<file path="config.mk">
export PLATFORM = sky130hd
export DESIGN_NAME = ternary_serial_sub
export DESIGN_NICKNAME = d
export VERILOG_FILES = /design/src/rtl/ternary_serial_sub.sv
export SDC_FILE = /design/constraint.sdc
export NUM_CORES = 1
export LEC_CHECK = 0
export ABC_CLOCK_PERIOD_IN_PS = 4700
export CAP_MARGIN = 15
export CORE_MARGIN = 2
export CORE_UTILIZATION = 30
export CTS_CLUSTER_SIZE = 20
export DETAILED_ROUTE_END_ITERATION = 7
export GPL_TIMING_DRIVEN = 0
export MAX_ROUTING_LAYER = met4
export PLACE_DENSITY = 0.57
export SLEW_MARGIN = 10
export SYNTH_ARGS = -nofsm -noshare
export SYNTH_HDL_FRONTEND = slang
export SYNTH_SLANG_ARGS = --single-unit
</file>
<file path="constraint.sdc">
create_clock -name clk -period 4.7 [get_ports clk]
set_clock_uncertainty 0.05 [all_clocks]
set_input_delay 0.94 -clock clk [delete_from_list [all_inputs] [get_ports clk]]
set_output_delay 0.94 -clock clk [all_outputs]
set_load 0.02 [all_outputs]
</file>
<file path="src/rtl/ternary_serial_sub.sv">
// ternary_serial_sub: digit-serial ternary subtractor, A - B over NTRITS
// unsigned trits, one trit per clock LSB first, with a registered borrow.
// Trit encoding: 2'b00=0, 2'b01=1, 2'b10=2, 2'b11=illegal.
module ternary_serial_sub #(
    parameter int NTRITS = 4
) (
    input  logic                clk,
    input  logic                rst_n,
    input  logic                start,
    input  logic [2*NTRITS-1:0] a_trits,
    input  logic [2*NTRITS-1:0] b_trits,
    output logic                busy,
    output logic                done,
    output logic [2*NTRITS-1:0] diff,
    output logic [1:0]          borrow_out,
    output logic                err
);

    localparam int W  = 2 * NTRITS;
    localparam int CW = $clog2(NTRITS) + 1;

    typedef enum logic [1:0] {
        S_IDLE,
        S_RUN,
        S_DONE
    } state_t;

    state_t          state_q, state_d;
    logic [W-1:0]    a_q, a_d;
    logic [W-1:0]    b_q, b_d;
    logic [W-1:0]    diff_q, diff_d;
    logic [CW-1:0]   cnt_q, cnt_d;
    logic            borrow_q, borrow_d;
    logic [1:0]      bout_q, bout_d;
    logic            err_q, err_d;
    logic            busy_q, busy_d;
    logic            done_q, done_d;

    logic            op_bad;
    logic [1:0]      a_t, b_t;
    logic signed [2:0] t_raw;
    logic [2:0]      t_adj;
    logic            t_brw;
    logic            last_trit;

    // Trit datapath: flag illegal operands, pick the current trit pair and
    // form a[k] - b[k] - borrow, folding negatives back into 0..2.
    always_comb begin
        op_bad = 1'b0;
        for (int i = 0; i < NTRITS; i++) begin
            if (a_trits[2*i +: 2] == 2'b11 || b_trits[2*i +: 2] == 2'b11)
                op_bad = 1'b1;
        end
        a_t = 2'b00;
        b_t = 2'b00;
        for (int i = 0; i < NTRITS; i++) begin
            if (cnt_q == CW'(i)) begin
                a_t = a_q[2*i +: 2];
                b_t = b_q[2*i +: 2];
            end
        end
        t_raw = $signed({1'b0, a_t}) - $signed({1'b0, b_t}) - $signed({2'b00, borrow_q});
        if (t_raw[2]) begin
            t_adj = 3'(t_raw + 3'sd3);
            t_brw = 1'b1;
        end else begin
            t_adj = 3'(t_raw);
            t_brw = 1'b0;
        end
        last_trit = (cnt_q == CW'(NTRITS - 1));
    end

    // Next-state / next-output logic for the IDLE -> RUN -> DONE sequence.
    always_comb begin
        state_d  = state_q;
        a_d      = a_q;
        b_d      = b_q;
        diff_d   = diff_q;
        cnt_d    = cnt_q;
        borrow_d = borrow_q;
        bout_d   = bout_q;
        err_d    = err_q;
        busy_d   = busy_q;
        done_d   = 1'b0;
        case (state_q)
            S_IDLE: begin
                if (start) begin
                    a_d      = a_trits;
                    b_d      = b_trits;
                    diff_d   = '0;
                    cnt_d    = '0;
                    borrow_d = 1'b0;
                    bout_d   = 2'b00;
                    if (op_bad) begin
                        err_d   = 1'b1;
                        busy_d  = 1'b0;
                        done_d  = 1'b1;
                        state_d = S_DONE;
                    end else begin
                        err_d   = 1'b0;
                        busy_d  = 1'b1;
                        state_d = S_RUN;
                    end
                end
            end
            S_RUN: begin
                for (int i = 0; i < NTRITS; i++) begin
                    if (cnt_q == CW'(i))
                        diff_d[2*i +: 2] = t_adj[1:0];
                end
                borrow_d = t_brw;
                cnt_d    = cnt_q + CW'(1);
                if (last_trit) begin
                    // Final borrow is published on DONE entry so it is
                    // already valid alongside the done pulse.
                    bout_d  = {1'b0, t_brw};
                    busy_d  = 1'b0;
                    done_d  = 1'b1;
                    state_d = S_DONE;
                end
            end
            S_DONE: begin
                state_d = S_IDLE;
            end
            default: begin
                busy_d  = 1'b0;
                state_d = S_IDLE;
            end
        endcase
    end

    // State and registered outputs; reset aborts any op in flight.
    always_ff @(posedge clk) begin
        if (!rst_n) begin
            state_q  <= S_IDLE;
            a_q      <= '0;
            b_q      <= '0;
            diff_q   <= '0;
            cnt_q    <= '0;
            borrow_q <= 1'b0;
            bout_q   <= 2'b00;
            err_q    <= 1'b0;
            busy_q   <= 1'b0;
            done_q   <= 1'b0;
        end else begin
            state_q  <= state_d;
            a_q      <= a_d;
            b_q      <= b_d;
            diff_q   <= diff_d;
            cnt_q    <= cnt_d;
            borrow_q <= borrow_d;
            bout_q   <= bout_d;
            err_q    <= err_d;
            busy_q   <= busy_d;
            done_q   <= done_d;
        end
    end

    assign busy       = busy_q;
    assign done       = done_q;
    assign diff       = diff_q;
    assign borrow_out = bout_q;
    assign err        = err_q;

endmodule
</file>
# == Word-level counts from Yosys, hierarchy flattened ==
# Cells that the tools add are included.
# word_totals
inputBits,19
out_inout_bits,13
elab_cells,90
register_bits,35
# classes
n_mux,39
n_reduce_logical,15
n_bitwise,1
n_eq_ne,18
n_addsub,4
# op_table
cell,n
$mux 2,18
$eq 2x2->1 const B,9
$pmux 8 s2,1
$reduce_and 3->1,5
$mux 1,12
$ne 2x2->1 const B,5
$mux 8,1
$pmux 2 s2,2
$eq 3x2->1 const B,2
$pmux 3 s2,1
$reduce_and 2->1,3
$logic_or 1x1->1,4
$pmux 1 s2,2
$add 3x1->3 const B,1
$eq 3x1->1 const B,1
$logic_not 3->1,1
$mux 3,1
$pmux 1 s3,1
$sub 2x2->3,1
$sub 3x2->3,1
$add 2x1->2 const B,1
$eq 2x1->1 const B,1
$logic_not 2->1,1
$reduce_bool 2->1,1
$not 1->1,1

# == Logic depth before layout (Yosys ltp) ==
# logic_depth
ltp_word,11
ltp_mapped,12
ltp_nobuf,11

# == Worst setup path after synthesis ==
# No wires, ideal clock.
# synth_timing
kind,register -> register
start,register cnt_q[0]
end,register diff_q[1] (netlist: diff[1])
arrival_time_ns,2.610
stages_incl_launch_ff,12
path_buffers,1
setup_time_ns,0.115
period_less_slack_ns,2.775
required_ns,4.535
slack_ns,1.925
path_cell_list,dfxtp_1 -> ha_1 -> ha_1 -> clkbuf_1 -> nor2_1 -> a32o_1 -> fa_1 -> fa_1 -> nor2_1 -> xnor2_1 -> mux2i_1 -> and2_1
# synth_between
elab_chain_cells,11
elab_cells_between_ends,20
cone_classes,add/sub (3); eq/ne (4); mux (11); reduce/logical (2)
# synth_rtl
element,line_no,rtl
from (decl),32,"logic [CW-1:0] cnt_q, cnt_d;"
from (signal assigned),150,cnt_q <= cnt_d;
$logic_not 3->1,"57, 108",
$mux 2 (4 in a row),57,if (cnt_q == CW'(i)) begin
$sub 2x2->3,62,"t_raw = $signed({1'b0, a_t}) - $signed({1'b0, b_t}) - $signed({2'b00, borrow_q});"
$sub 3x2->3,62,
$add 2x1->2,64,t_adj = 3'(t_raw + 3'sd3);
$mux 2,63,if (t_raw[2]) begin
$mux 2,108,if (cnt_q == CW'(i))
$pmux 8 s2,85,case (state_q)
to (signal assigned),149,diff_q <= diff_d;
to (decl),31,"logic [W-1:0] diff_q, diff_d;"
# Several ways; a longest one is shown, not always the timed one. The select of a mux whose other input is x is not followed.
# A chain may end at the register's enable or synchronous reset.

# == Worst setup path after layout ==
# layout_timing
start,register cnt_q[1]
end,register diff_q[3] (netlist: diff[3])
# layout_between
elab_chain_cells,11
elab_cells_between_ends,20
cone_classes,add/sub (3); eq/ne (4); mux (11); reduce/logical (2)
# layout_rtl
element,line_no
$logic_not 3->1,57
$mux 2 (4 in a row),57
$sub 2x2->3,62
$sub 3x2->3,62
$add 2x1->2,64
$mux 2,63
$mux 2,108
$pmux 8 s2,85
# Several ways; a longest one is shown, not always the timed one. The select of a mux whose other input is x is not followed.

==> results.toml <==
[clock_network]
cts_max_level = 2
cts_setup_buffers = 0
clk_path_buf_depth = 2
cts_hold_buf = 0
ctsResizeCount = 0
cts_tree = "done"
path_clk_slew_ns = 0.07
cts_buffers = 5
root_buffer = "clkbuf_8"
clock_latency_ns = 0.29
numClockSinks = 34

[placement]
dp_cells = 291
routabilityCongestion = 0.755
dpl.hpwl_um = 2850
io_buffers = 30

[worst_hold_path]
min_to = "a_q[4]"
hold_path_depth = 2
hp-start = "a_q[4]"
hp-class = "flop to flop"

[global_routing]
grt_pass1_wl_um = 6280
grt_max_degree = 11
grt_usage_pct = 14.1
antenna_found_initial = 0
grt_overflow = 0
first_global_vias = 1309

[yosys]
yosys_warnings = 0
ys_seq_elements = 34
syn_area_um2 = 1630
ys_types = 34
synthCells = 191
syn-num-nets = 217
async_flop_share_pct = 0
synthTopCellsByArea = "dfxtp_1, nand2_1, a21boi_0"
yosysSeqAreaShare_pct = 41.9
synth-edff-count = 0
synth.avg_cell_area_um2 = 8.51
post-synth-top-area-fraction_pct = 41.9
yosys.area.top_type = "dfxtp_1"
synthFlopType = "dfxtp_1"

[floorplan]
fp-row-count = 26
dieArea_um2 = 6020
die_y_um = 77.6
die_x_um = 77.6
core-area_um2 = 5170
pin_count = 32
start_util_pct = 31.4

[route]
wirelength_um = 3760
vias = 1412
drtPass1Iterations = 4
vias_per_cell = 4.72
drcViolationCount = 0
ant_nets = 0
wl_per_cell_um = 12.6
dr.first_iter.drc_count = 56

[sta]
rsz0062_at_grt = "no"
fmax_mhz = 309
period_share_pct = 68.9
holdWs_ns = 0.413
post-route-min-period_ns = 3.24
maxSlewViolCount = 0
hold_viol_final = 0
fin_tns_setup_ns = 0
finalSetupViolations = 0

[job]
cap_violations = 0

[finish]
layout-drive-gt1-share_pct = 6.11
layout_commonest_cell = "nand2_1"
mostFrequentLayoutCells = "nand2_1, dfxtp_1, clkdlybuf4s50_1, a21boi_0, o21ai_0"
fin_nets = 254
syn_to_final_growth_pct = 29.5
final_cells = 299
diodes = 0

[setup_path]
required_ns = 4.83
r2r_slack_ns = 1.46
arrival_ns = 3.37
crit_fanout = 10
setup.worst_path.end_class = "flop"
r2r_cells = 11
r2r-end = "diff[3]"
startpoint = "cnt_q[1]"
path_class = "flop to flop"
r2r-start = "cnt_q[1]"
critPathLaunchType = "flop"

[outcome]
status = "completed"

[power_and_ir_drop]
p_per_area_nw_per_um2 = 296
ir_drop_mv = 0.0980
total_power_mw = 0.623
p_leak_nw = 0.763
-- final cells by class --
type / count / area (um2)
clock buffers: 7 / 86.3
well taps: 70 / 87.6
plain buffers: 12 / 62.6
clock inverters: 1 / 5.00
flip-flops and latches: 34 / 681
multi-input cells: 141 / 867
inverters: 4 / 15.0
repair buffers: 30 / 300
fillers: 540 / 3070
-- critical path: stages (launching register included) --
cell and delay, ns:
dfxtp_1 0.38, ha_1 0.18, ha_1 0.17, clkbuf_1 0.40
nor2_1 0.19, a32o_1 0.28, fa_1 0.37, fa_1 0.46
nor2_1 0.14, xnor2_1 0.22, mux2i_1 0.12, and2_1 0.17
-- synthesized netlist by cell type (all sizes together), types with 2 or more instances --
cell,number
fa,2
o21ai,10
a21oi,6
nand2,44
o22ai,2
nand3,6
dfxtp,34
a32oi,3
nand2b,5
inv,4
mux2i,6
xnor2,2
clkbuf,5
a22oi,2
a21boi,17
nor2b,3
and2,6
a32o,2
buf,7
and3,4
nor2,6
ha,5
-- sequential cells by signal (all words and copies together) (netlist names) --
register	count
state_q	2
done	1
cnt_q	3
busy	1
a_q	8
b_q	8
borrow_out	1
err	1
diff	8
borrow_q	1
-- routing by layer --
layer,share of wire [%],GRT usage (%),vias to the layer above
met2,45,20.5,31
met5,0,-,-
met4,1.4,4.82,0
met1,47,18.0,651
met3,5.9,4.88,7
li1,-,-,723
-- kinds of logic (layout without fill, tap and decap cells) --
kind of cell	after synthesis	after routing	synth area share, %
AOI/OAI and AO/OA	47	47	19.9
xor gates and xnor gates	2	2	1.08
adders and majority gates	7	7	6.31
buffers and inverters	16	54	4.77
DFF	34	34	41.9
muxes	6	6	3.70
other	1	1	0.231
and+or+nand+nor	78	78	22.1
-- metrics by stage --
step	utilization [%]	setup slack (ns)	area, um2
6_report	40.7	1.46	2100
5_1_grt	40.7	1.18	2100
4_1_cts	40.7	1.44	2100
3_5_place_dp	38.9	1.45	2010
3_3_place_gp	38.9	1.49	2010
2_1_floorplan	-	1.92	1630
-- power breakdown --
part	switching (mW)	internal [mW]
clock network	0.104	0.118
registers	0.00606	0.300
logic	0.0491	0.0454
total	0.159	0.464
-- worst max-delay path by stage --
stage | endpoint | slack, ns | depth (start not counted)
floorplan | diff[1] | 1.92 | 11
global placement | diff[5] | 1.49 | 11
detailed placement | diff[5] | 1.45 | 11
CTS | diff[5] | 1.44 | 11
global route | diff[5] | 1.18 | 11
finish | diff[3] | 1.46 | 11
No activity file was read; power rests on OpenSTA's default activity.
